[src/rtl/vga_timing_gen.sv]
`timescale 1ns/1ps
`default_nettype none
// ============================================================================
// Module      : vga_timing_gen
// Description : Parametrised VGA raster timing generator with clock-enable
//               divider, pause control, registered syncs and raster strobes.
// Revision    : 1.0 - initial release
// ============================================================================
module vga_timing_gen #(
    parameter int H_ACTIVE = 800,
    parameter int H_FP     = 56,
    parameter int H_SYNC   = 120,
    parameter int H_BP     = 64,
    parameter int V_ACTIVE = 600,
    parameter int V_FP     = 37,
    parameter int V_SYNC   = 6,
    parameter int V_BP     = 23,
    parameter bit HS_POL   = 1'b0,
    parameter bit VS_POL   = 1'b0,
    parameter int CLK_DIV  = 1,
    parameter int COL_W    = 12,
    parameter int ROW_W    = 11
) (
    input  logic             clock,
    input  logic             reset,
    input  logic             enable,
    output logic [COL_W-1:0] display_col,
    output logic [ROW_W-1:0] display_row,
    output logic             visible,
    output logic             hsync,
    output logic             vsync,
    output logic             pix_tick,
    output logic             line_start,
    output logic             frame_start,
    output logic             vblank_start
);

    localparam int H_TOTAL = H_ACTIVE + H_FP + H_SYNC + H_BP;
    localparam int V_TOTAL = V_ACTIVE + V_FP + V_SYNC + V_BP;
    localparam int DIV_W   = (CLK_DIV > 1) ? $clog2(CLK_DIV) : 1;

    localparam logic [DIV_W-1:0] C_DIV_LAST = DIV_W'(CLK_DIV - 1);
    localparam logic [COL_W-1:0] C_COL_LAST = COL_W'(H_TOTAL - 1);
    localparam logic [COL_W-1:0] C_H_ACTIVE = COL_W'(H_ACTIVE);
    localparam logic [COL_W-1:0] C_HS_START = COL_W'(H_ACTIVE + H_FP);
    localparam logic [COL_W-1:0] C_HS_END   = COL_W'(H_ACTIVE + H_FP + H_SYNC);
    localparam logic [ROW_W-1:0] C_ROW_LAST = ROW_W'(V_TOTAL - 1);
    localparam logic [ROW_W-1:0] C_V_ACTIVE = ROW_W'(V_ACTIVE);
    localparam logic [ROW_W-1:0] C_VS_START = ROW_W'(V_ACTIVE + V_FP);
    localparam logic [ROW_W-1:0] C_VS_END   = ROW_W'(V_ACTIVE + V_FP + V_SYNC);

    logic [DIV_W-1:0] r_div_cnt;
    logic             w_advance;
    logic             w_col_wrap;
    logic [COL_W-1:0] w_next_col;
    logic [ROW_W-1:0] w_next_row;
    logic             w_next_visible;
    logic             w_next_hs_act;
    logic             w_next_vs_act;

    assign w_advance  = enable && (r_div_cnt == C_DIV_LAST);
    assign w_col_wrap = (display_col == C_COL_LAST);
    assign w_next_col = w_col_wrap ? '0 : display_col + 1'b1;
    assign w_next_row = !w_col_wrap ? display_row :
                        (display_row == C_ROW_LAST) ? '0 : display_row + 1'b1;

    // Outputs are decoded from the next raster position so every output
    // register updates on the same edge as the counters.
    assign w_next_visible = (w_next_col < C_H_ACTIVE) && (w_next_row < C_V_ACTIVE);
    assign w_next_hs_act  = (w_next_col >= C_HS_START) && (w_next_col < C_HS_END);
    assign w_next_vs_act  = (w_next_row >= C_VS_START) && (w_next_row < C_VS_END);

    always_ff @(posedge clock or posedge reset) begin
        if (reset) begin
            r_div_cnt    <= '0;
            display_col  <= C_COL_LAST;
            display_row  <= C_ROW_LAST;
            visible      <= 1'b0;
            hsync        <= ~HS_POL;
            vsync        <= ~VS_POL;
            pix_tick     <= 1'b0;
            line_start   <= 1'b0;
            frame_start  <= 1'b0;
            vblank_start <= 1'b0;
        end else begin
            pix_tick     <= 1'b0;
            line_start   <= 1'b0;
            frame_start  <= 1'b0;
            vblank_start <= 1'b0;
            // Pausing freezes the divider phase so resumption keeps pixel cadence.
            if (enable) begin
                r_div_cnt <= w_advance ? '0 : r_div_cnt + 1'b1;
            end
            if (w_advance) begin
                display_col  <= w_next_col;
                display_row  <= w_next_row;
                visible      <= w_next_visible;
                hsync        <= w_next_hs_act ? HS_POL : ~HS_POL;
                vsync        <= w_next_vs_act ? VS_POL : ~VS_POL;
                pix_tick     <= 1'b1;
                line_start   <= (w_next_col == '0);
                frame_start  <= (w_next_col == '0) && (w_next_row == '0);
                vblank_start <= (w_next_col == '0) && (w_next_row == C_V_ACTIVE);
            end
        end
    end

endmodule
`default_nettype wire

[config.mk]
export PLATFORM = sky130hd
export DESIGN_NAME = vga_timing_gen
export DESIGN_NICKNAME = d
export VERILOG_FILES = /design/src/rtl/vga_timing_gen.sv
export SDC_FILE = /design/constraint.sdc
export NUM_CORES = 1
export LEC_CHECK = 0
export CAP_MARGIN = 10
export CORE_ASPECT_RATIO = 0.6
export CORE_MARGIN = 5
export CORE_UTILIZATION = 45
export CTS_CLUSTER_SIZE = 40
export DETAILED_ROUTE_END_ITERATION = 8
export HOLD_SLACK_MARGIN = 0.02
export PLACE_DENSITY = 0.73
export SYNTH_ARGS = -nofsm -noshare
export SYNTH_HDL_FRONTEND = slang
export SYNTH_SLANG_ARGS = --single-unit
[constraint.sdc]
create_clock -name clock -period 3.8 [get_ports clock]
set_input_delay 0.76 -clock clock [delete_from_list [all_inputs] [get_ports clock]]
set_output_delay 0.76 -clock clock [all_outputs]
set_load 0.05 [all_outputs]
==> summary.txt <==
Worst setup path
  – Setup crit start kind: flop
  – Reg2reg path depth: 8
  – CP Capture Type: flop
  – Req. time, crit path: 3.98 ns
  – Crit Reg-Reg Startpoint: display_row[0]$_DFFE_PP1P_
  – R2R Path End: frame_start$_DFF_PP0_
  – Max Fanout on Critical Path: 12
  – Crit path DAT: 3.35 ns
  – Crit Path Category: flop to flop
  – FF-to-FF setup slack: 0.62 ns

STA
  – Setup TNS: 0 ns
  – RSZ-0062 raised after global routing: no
  – Final setup vio count: 0
  – Max Slew Vio Count: 0
  – Final Hold Viols: 0
  – Fmax: 314.7 MHz
  – Tcrit/Tclk final: 0.8363
  – Least-Margin Pin Slew: 0.7476 ns
  – Relative slew slack: 0.5010
  – Post-layout min period: 3.178 ns
  – Worst Skew: 0.003501 ns

Pwr
  – Leak: 0.0009850 uW
  – Clock Power Share: 0.237
  – Combinational power share: 0.360
  – Pwr Total: 1244 uW
  – Int Pwr: 715.5 uW
  – Power Dens Cells: 480.0 nW/um^2
  – NetSw: 528.8 uW
  – Register share of total power: 0.403
  – Net Sw Frac: 0.4250
  – Max VDD drop: 535.6 uV

Global route
  – GRT overflow: 0
  – GRT Util Overall: 0.1792
  – First-pass GRT wire length: 9121 um
  – Initial antenna violation count: 0
  – Largest net degree at the start of global routing: 24
  – Number of global-route vias before repair: 1,767

Routing
  – Max Used Layer: met4
  – Per-cell routed wire length: 16.09 um
  – DRT Pass-1 Iters: 5
  – Via density: 5.752
  – DRC violations left: 0
  – Met1 Wirelength: 2964 um
  – Post-DRT Antenna Nets: 0
  – Final WL: 5584 um
  – Wire length on met2: 2127 um
  – DR iter-0 viols: 196
  – Via Count: 1,996
  – WL met3: 463 um

Clocking
  – Maximum clock insertion buffer count: 2
  – Post-CTS setup buffers: 0
  – CTS H-tree depth: 2
  – Worst-path clk slew: 0.07 ns
  – CTS root buf: clkbuf_8
  – Clock tree sinks: 31
  – CTS Buf Count: 5
  – CTS resizes: 0
  – Hold buffer count at cts: 0
  – CTS tree: yes
  – Clk_lat worst skew: 0.28 ns

Synth
  – Synthesis-stage register bit count: 31
  – Synth Flop Type: dfrtp_1
  – Share of async-settable or async-resettable flops after synthesis: 1.000
  – Post-synthesis net count: 265
  – Ys Warns: 0
  – Mapped cell area: 2156 um^2
  – Number of distinct library cells after synthesis: 54
  – Register area share after synthesis: 0.3668
  – EDFF count, synth: 0
  – Mapped Cells: 259
  – Mean Syn Cell Area: 8.324 um^2

Layout
  – N_diodes: 0
  – Layout cells sized above 1: 0.1232
  – Synth-to-layout area growth: 20.26%
  – Reg area: 790.8 um^2
  – Fill count: 438
  – Nets@finish: 289
  – Area of the multi-input gates: 1220 um^2

Outcome
  – Status: completed

Placement
  – Detailed Place HPWL: 4099 um
  – Input/output buffers: 32
  – RePlAce Congestion: 0.8762

Floorplanning
  – Die Width: 99.36 um
  – Die H: 63.62 um
  – Total Die Area: 6320 um^2
  – Cell Rows: 19
  – Core ar.: 4612 um^2
  – Starting Density: 0.4674
  – I/O pins: 33

Min path
  – Hold path startpoint: visible$_DFFE_PP0P_
  – Hold endpoint: visible$_DFFE_PP0P_
  – Hold Path Depth: 2
  – Worst min path class: flop to flop

Flow run
  – Maxcap violations: 0
==> metrics by stage <==
step	std cells	setup WS (ns)	hold slack (ns)	area (um^2)	util
floorplan	259	0.8927	0.4546	2156	-
global placement	339	0.8636	0.4719	2489	0.5396
detailed placement	339	0.7590	0.4816	2489	0.5396
CTS	347	0.6954	0.5002	2592	0.5621
global route	347	0.4826	0.5257	2592	0.5621
finish	347	0.6220	0.4926	2592	0.5621
==> how the worst max path moves through the flow <==
| stage | startpoint | to | slack, ns | cells after the start |
|---|---|---|---|---|
| 2_1_floorplan | display_col[0]$_DFFE_PP1P_ | vblank_start$_DFF_PP0_ | 0.89 | 9 |
| 5_1_grt | display_row[0]$_DFFE_PP1P_ | frame_start$_DFF_PP0_ | 0.48 | 8 |
| 3_5_place_dp | display_col[0]$_DFFE_PP1P_ | vblank_start$_DFF_PP0_ | 0.76 | 7 |
| 6_report | display_row[0]$_DFFE_PP1P_ | frame_start$_DFF_PP0_ | 0.62 | 8 |
| 3_3_place_gp | display_col[0]$_DFFE_PP1P_ | vblank_start$_DFF_PP0_ | 0.86 | 7 |
| 4_1_cts | display_col[0]$_DFFE_PP1P_ | frame_start$_DFF_PP0_ | 0.70 | 7 |
==> synth_stat cells, types with 2 or more instances <==
| library cell | count | area share |
|---|---|---|
| nand2b_1 | 2 | 0.0058 |
| buf_1 | 2 | 0.0035 |
| ha_1 | 3 | 0.017 |
| xnor2_1 | 13 | 0.053 |
| buf_2 | 5 | 0.012 |
| nor2b_1 | 2 | 0.0058 |
| dfrtp_1 | 19 | 0.22 |
| inv_1 | 9 | 0.016 |
| or2_1 | 2 | 0.0058 |
| nor3_1 | 15 | 0.035 |
| a21o_1 | 2 | 0.0070 |
| or3_1 | 4 | 0.012 |
| nand4_1 | 7 | 0.020 |
| buf_4 | 3 | 0.010 |
| nand3_1 | 16 | 0.037 |
| nor2_1 | 19 | 0.033 |
| buf_6 | 2 | 0.010 |
| o21ai_0 | 17 | 0.039 |
| dfstp_2 | 12 | 0.15 |
| nand2_1 | 34 | 0.059 |
| clkbuf_1 | 9 | 0.016 |
| xor2_1 | 9 | 0.037 |
| o31ai_1 | 2 | 0.0070 |
| nor4b_1 | 2 | 0.0081 |
| and2_1 | 2 | 0.0058 |
| and3_1 | 5 | 0.015 |
| a31oi_1 | 9 | 0.026 |
| a21oi_1 | 7 | 0.016 |
==> kinds of logic (layout without fill, tap and decap cells) <==
logic type / count (synthesis) / in the layout / share of synthesized area
compound gates: 50 / 50 / 0.1474
xor+xnor: 22 / 22 / 0.08938
fa+ha+maj: 3 / 3 / 0.01741
buf+inv: 30 / 55 / 0.06732
flops: 31 / 31 / 0.3668
mux: 1 / 1 / 0.004643
simple gates: 122 / 122 / 0.3070
==> critical path: stages, from the launching register on <==
cell and delay, ns:
dfstp_2 0.62, ha_1 0.18, nor4bb_1 0.31, nand4_1 0.46
o21ai_0 0.22, a31oi_1 0.17, or3_1 0.40, or4_4 0.44
nor3_1 0.27
==> layer usage <==
metal / vias up / global-route usage
li1: 973 / -
met1: 930 / 0.3001
met2: 89 / 0.2258
met3: 4 / 0.04410
met4: 0 / 0.02555
met5: - / 0
==> sequential cells by signal, summed over array words and instances, names as in the netlist <==
register and flops:
display_col 12, display_row 11, frame_start 1, hsync 1, line_start 1, pix_tick 1
r_div_cnt 1, vblank_start 1, visible 1, vsync 1
==> placed cells by master, fill, tap and decap left out, types with 7 or more instances in the layout <==
cell             count
o21ai_0             17
a21oi_1              7
nor2_1              19
nor3_1              15
xor2_1               9
a31oi_1              9
dfstp_2             12
inv_1                9
xnor2_1             13
nand2_1             34
clkbuf_8             7
dfrtp_1             19
nand3_1             16
clkdlybuf4s50_1     32
nand4_1              7
==> power by group through the flow <==
stage               Clock [uW]  Sequential, uW  Combinational, uW
global route               312             516                479
detailed placement           0             504                448
floorplan                    0             600                218
global placement             0             501                448
CTS                        296             499                450
finish                     294             501                448
==> area by class of cell <==
cell class / instances / area share
Clock buffer: 7 / 0.03716
Clock inverter: 1 / 0.002896
Inverter: 9 / 0.01303
Multi-Input combinational cell: 198 / 0.4706
Sequential cell: 31 / 0.3050
Tap cell: 63 / 0.03041
Timing Repair Buffer: 38 / 0.1409
Power figures use the tool's default switching activity.
==> variant 1 (same flow settings) <==
Add an input register stage for `enable`, cleared by the reset; this delays it by one clock.
--- a/src/rtl/vga_timing_gen.sv
+++ b/src/rtl/vga_timing_gen.sv
@@ -51,2 +51,12 @@
 
+    logic enable_q;
+
+    always_ff @(posedge clock or posedge reset) begin
+        if (reset) begin
+            enable_q <= '0;
+        end else begin
+            enable_q <= enable;
+        end
+    end
+
     logic [DIV_W-1:0] r_div_cnt;
@@ -60,3 +70,3 @@
 
-    assign w_advance  = enable && (r_div_cnt == C_DIV_LAST);
+    assign w_advance  = enable_q && (r_div_cnt == C_DIV_LAST);
     assign w_col_wrap = (display_col == C_COL_LAST);
@@ -90,3 +100,3 @@
             // Pausing freezes the divider phase so resumption keeps pixel cadence.
-            if (enable) begin
+            if (enable_q) begin
                 r_div_cnt <= w_advance ? '0 : r_div_cnt + 1'b1;
Check against the original RTL: not equivalent (a bounded check fails within 4 cycles, from zero or initial values and one cycle with reset high).
==> variant 1 against the original RTL <==
Clock skew is 8.0 ps higher. Sequential cell count is 1 higher. Area after synthesis is 1.2% higher. Utilization is 0.79 points higher. Power is 15% lower. Clock power is 4% lower. Largest power group unchanged. Synthesized cell count is 0.39% higher. Highest routed layer unchanged. Routed wire length is 2.1% lower. Worst setup slack better by 73 ps. Count of clock-buffer cells in the layout stayed put. Die area is 1.0% higher. Final area is 1.9% higher. Final cell count is 0.86% higher.
==> variant 1: results (changes against the original RTL) <==
result of the run=completed; synthesized netlist net count=266 (+0.38%); placement-stage cell area=0.00252 mm2 (+1.3%); met2 global-route usage=21.3% (-1.3 points); peak ir drop on the vdd network=0.521 mV (-2.7%); top cell types by occurrence after synthesis=sky130_fd_sc_hd__nand2_1 (34), sky130_fd_sc_hd__dfrtp_1 (20), sky130_fd_sc_hd__nor2_1 (19); met3 global-route usage=5.43% (+1.0 points); top cells by area in the synthesized netlist=sky130_fd_sc_hd__dfrtp_1 (23%), sky130_fd_sc_hd__dfstp_2 (14%), sky130_fd_sc_hd__nand2_1 (5.9%); fill cell count=436 (-0.46%); length of routed met3 wiring=595 um (+29%); multiplexer fraction of the synthesized cell area=0.459% (-0.0053 points); sequential share of the synthesized area=37.4% (+0.73 points); sequential share of cell area=30.9% (+0.37 points); wire length of the first global-routing pass=9160 um (+0.46%); share of the synthesized netlist area taken by xor and xnor gates=8.84% (-0.10 points); post-DR wirelength/cell=15.6 um (-2.9%); DPL Wire Length=4040 um (-1.4%); detail-routed via count per cell=5.72 (-0.61%); count of nets after finishing=292 (+1.0%); number of global-route vias before repair=1,718 (-2.8%); adder-cell share of the synthesized area=1.72% (-0.020 points); M1 WL=2820 um (-4.9%); leakage power summed over all cells=0.00103 uW (+4.8%); final standard cell count with taps included and fillers excluded=350 (+0.86%); die footprint=0.00638 mm2 (+1.0%); worst hold margin=432 ps (-60.9 ps); synthesized area per cell=8.39 um2 (+0.77%); maximum number of pins on one net before global-route repair=29 (+21%); worst hold path endpoint=r_div_cnt; largest clock skew in the final design=11.5 ps (+8.00 ps); met1 track demand over resource=30.4% (+0.42 points); first-iteration detailed-routing DRC count=325 (+66%); Hold Path Depth=1 (-1); count of placed standard cells including taps=341 (+0.59%); portion of the layout cell area used by clock cells=3.55% (-0.45 points); overall global routing resource usage=17.9% (-0.045 points); synthesized-area fraction occupied by ao, oa, aoi and oai cells=14.6% (-0.17 points)
-- variant 1: how the worst max path moves through the flow --
stage	slack (ps)	startpoint	cells past startpoint	end
2_1_floorplan	890	display_col[0]	9	vblank_start
3_3_place_gp	840	display_col[0]	7	frame_start
3_5_place_dp	760	display_row[0]	8	frame_start
4_1_cts	750	display_row[0]	8	frame_start
5_1_grt	490	display_row[0]	8	frame_start
6_report	690	display_row[0]	8	frame_start
-- variant 1: critical path: cells and delay by family, from the launching register on --
| family | cells | cell delay, ps |
|---|---|---|
| flip-flops | 1 | 620 |
| adder cells (fa/ha/maj) | 1 | 180 |
| AO/OA/AOI/OAI | 2 | 370 |
| AND/OR/NAND/NOR | 5 | 1850 |
-- variant 1: power by group through the flow --
stage | Clock, uW | Sequential, uW | Combinational [uW]
after global routing | 306 | 462 | 341
final | 282 | 453 | 317
after floorplan | 0 | 527 | 157
after detailed placement | 0 | 457 | 314
after global placement | 0 | 456 | 316
after CTS | 283 | 451 | 315
==> variant 2 (same settings) <==
Without the edit above. Set the parameter `ROW_W` to 10 (it was 11).
--- a/src/rtl/vga_timing_gen.sv
+++ b/src/rtl/vga_timing_gen.sv
@@ -21,3 +21,3 @@
     parameter int COL_W    = 12,
-    parameter int ROW_W    = 11
+    parameter int ROW_W    = 10
 ) (
Ports: changed (resized display_row); port bits go from 33 to 32. The function was not compared with the original's and may differ.
==> variant 2 against the original RTL <==
Power fell by 15%. Worst setup slack improved by 450 ps. Sequential cell count fell by 1. Worst hold slack improved by 5.2 ps. Combinational power fell by 26%. Area after synthesis fell by 3.6%. Routed wire length fell by 7.8%. Critical path type unchanged. Final area fell by 4.0%.
==> variant 2: results (changes against the original RTL) <==
Buffers, non-clock=34 (-11%); multi-input gate count=185 (-6.6%); clock sink count=30 (-3.2%); setup slack at placement=1080 ps (+322 ps); post-DR wirelength/cell=15.8 um (-1.5%); count of placed standard cells including taps=317 (-6.5%); startpoint of the most critical setup path=display_col[0]; number of global-route vias before repair=1,689 (-4.4%); top achievable clock speed=0.367 GHz (+16%); met3 global-route usage=4.91% (+0.50 points); top cell types by occurrence after synthesis=sky130_fd_sc_hd__nand2_1 (36), sky130_fd_sc_hd__dfrtp_1 (18), sky130_fd_sc_hd__nor2_1 (17); first-iteration detailed-routing DRC count=127 (-35%); met2 global-route usage=21.7% (-0.90 points); M1 WL=2750 um (-7.1%); Inverters, non-clock=5 (-4); portion of the layout cell area used by clock cells=3.67% (-0.34 points); maximum number of pins on one net before global-route repair=29 (+21%); synthesized netlist net count=244 (-7.9%); worst path arrival time=2940 ps (-410 ps); placer congestion estimate=0.880 (+0.42%); sequential share of cell area=30.8% (+0.27 points); overall global routing resource usage=17.5% (-0.41 points); result of the run=completed; sequential cell area=766 um2 (-3.2%); share of final layout cell area taken by non-clock buffers=13.4% (-0.72 points)
variant 2: cell types whose count changed in the layout (fill, tap and decap cells not counted), sizes merged, moves of 3 or more:
cell | unedited run | this run
o31ai | 2 | 6
nor4 | 1 | 5
nor3 | 16 | 9
inv | 9 | 5
xnor2 | 13 | 10
or2 | 3 | 0
a31oi | 9 | 3
nand2 | 34 | 37
nand3 | 18 | 13
xor2 | 9 | 5
buf | 6 | 3
variant 2: worst max-delay path, cell delays in order, from the launching register on:
cell	delay (ps)
sky130_fd_sc_hd__dfstp_2	580
sky130_fd_sc_hd__ha_1	220
sky130_fd_sc_hd__and3_1	330
sky130_fd_sc_hd__and3_1	360
sky130_fd_sc_hd__o32ai_2	140
sky130_fd_sc_hd__a2111oi_4	410
sky130_fd_sc_hd__nor4b_4	300
sky130_fd_sc_hd__nand3_2	120
sky130_fd_sc_hd__nor3_2	190
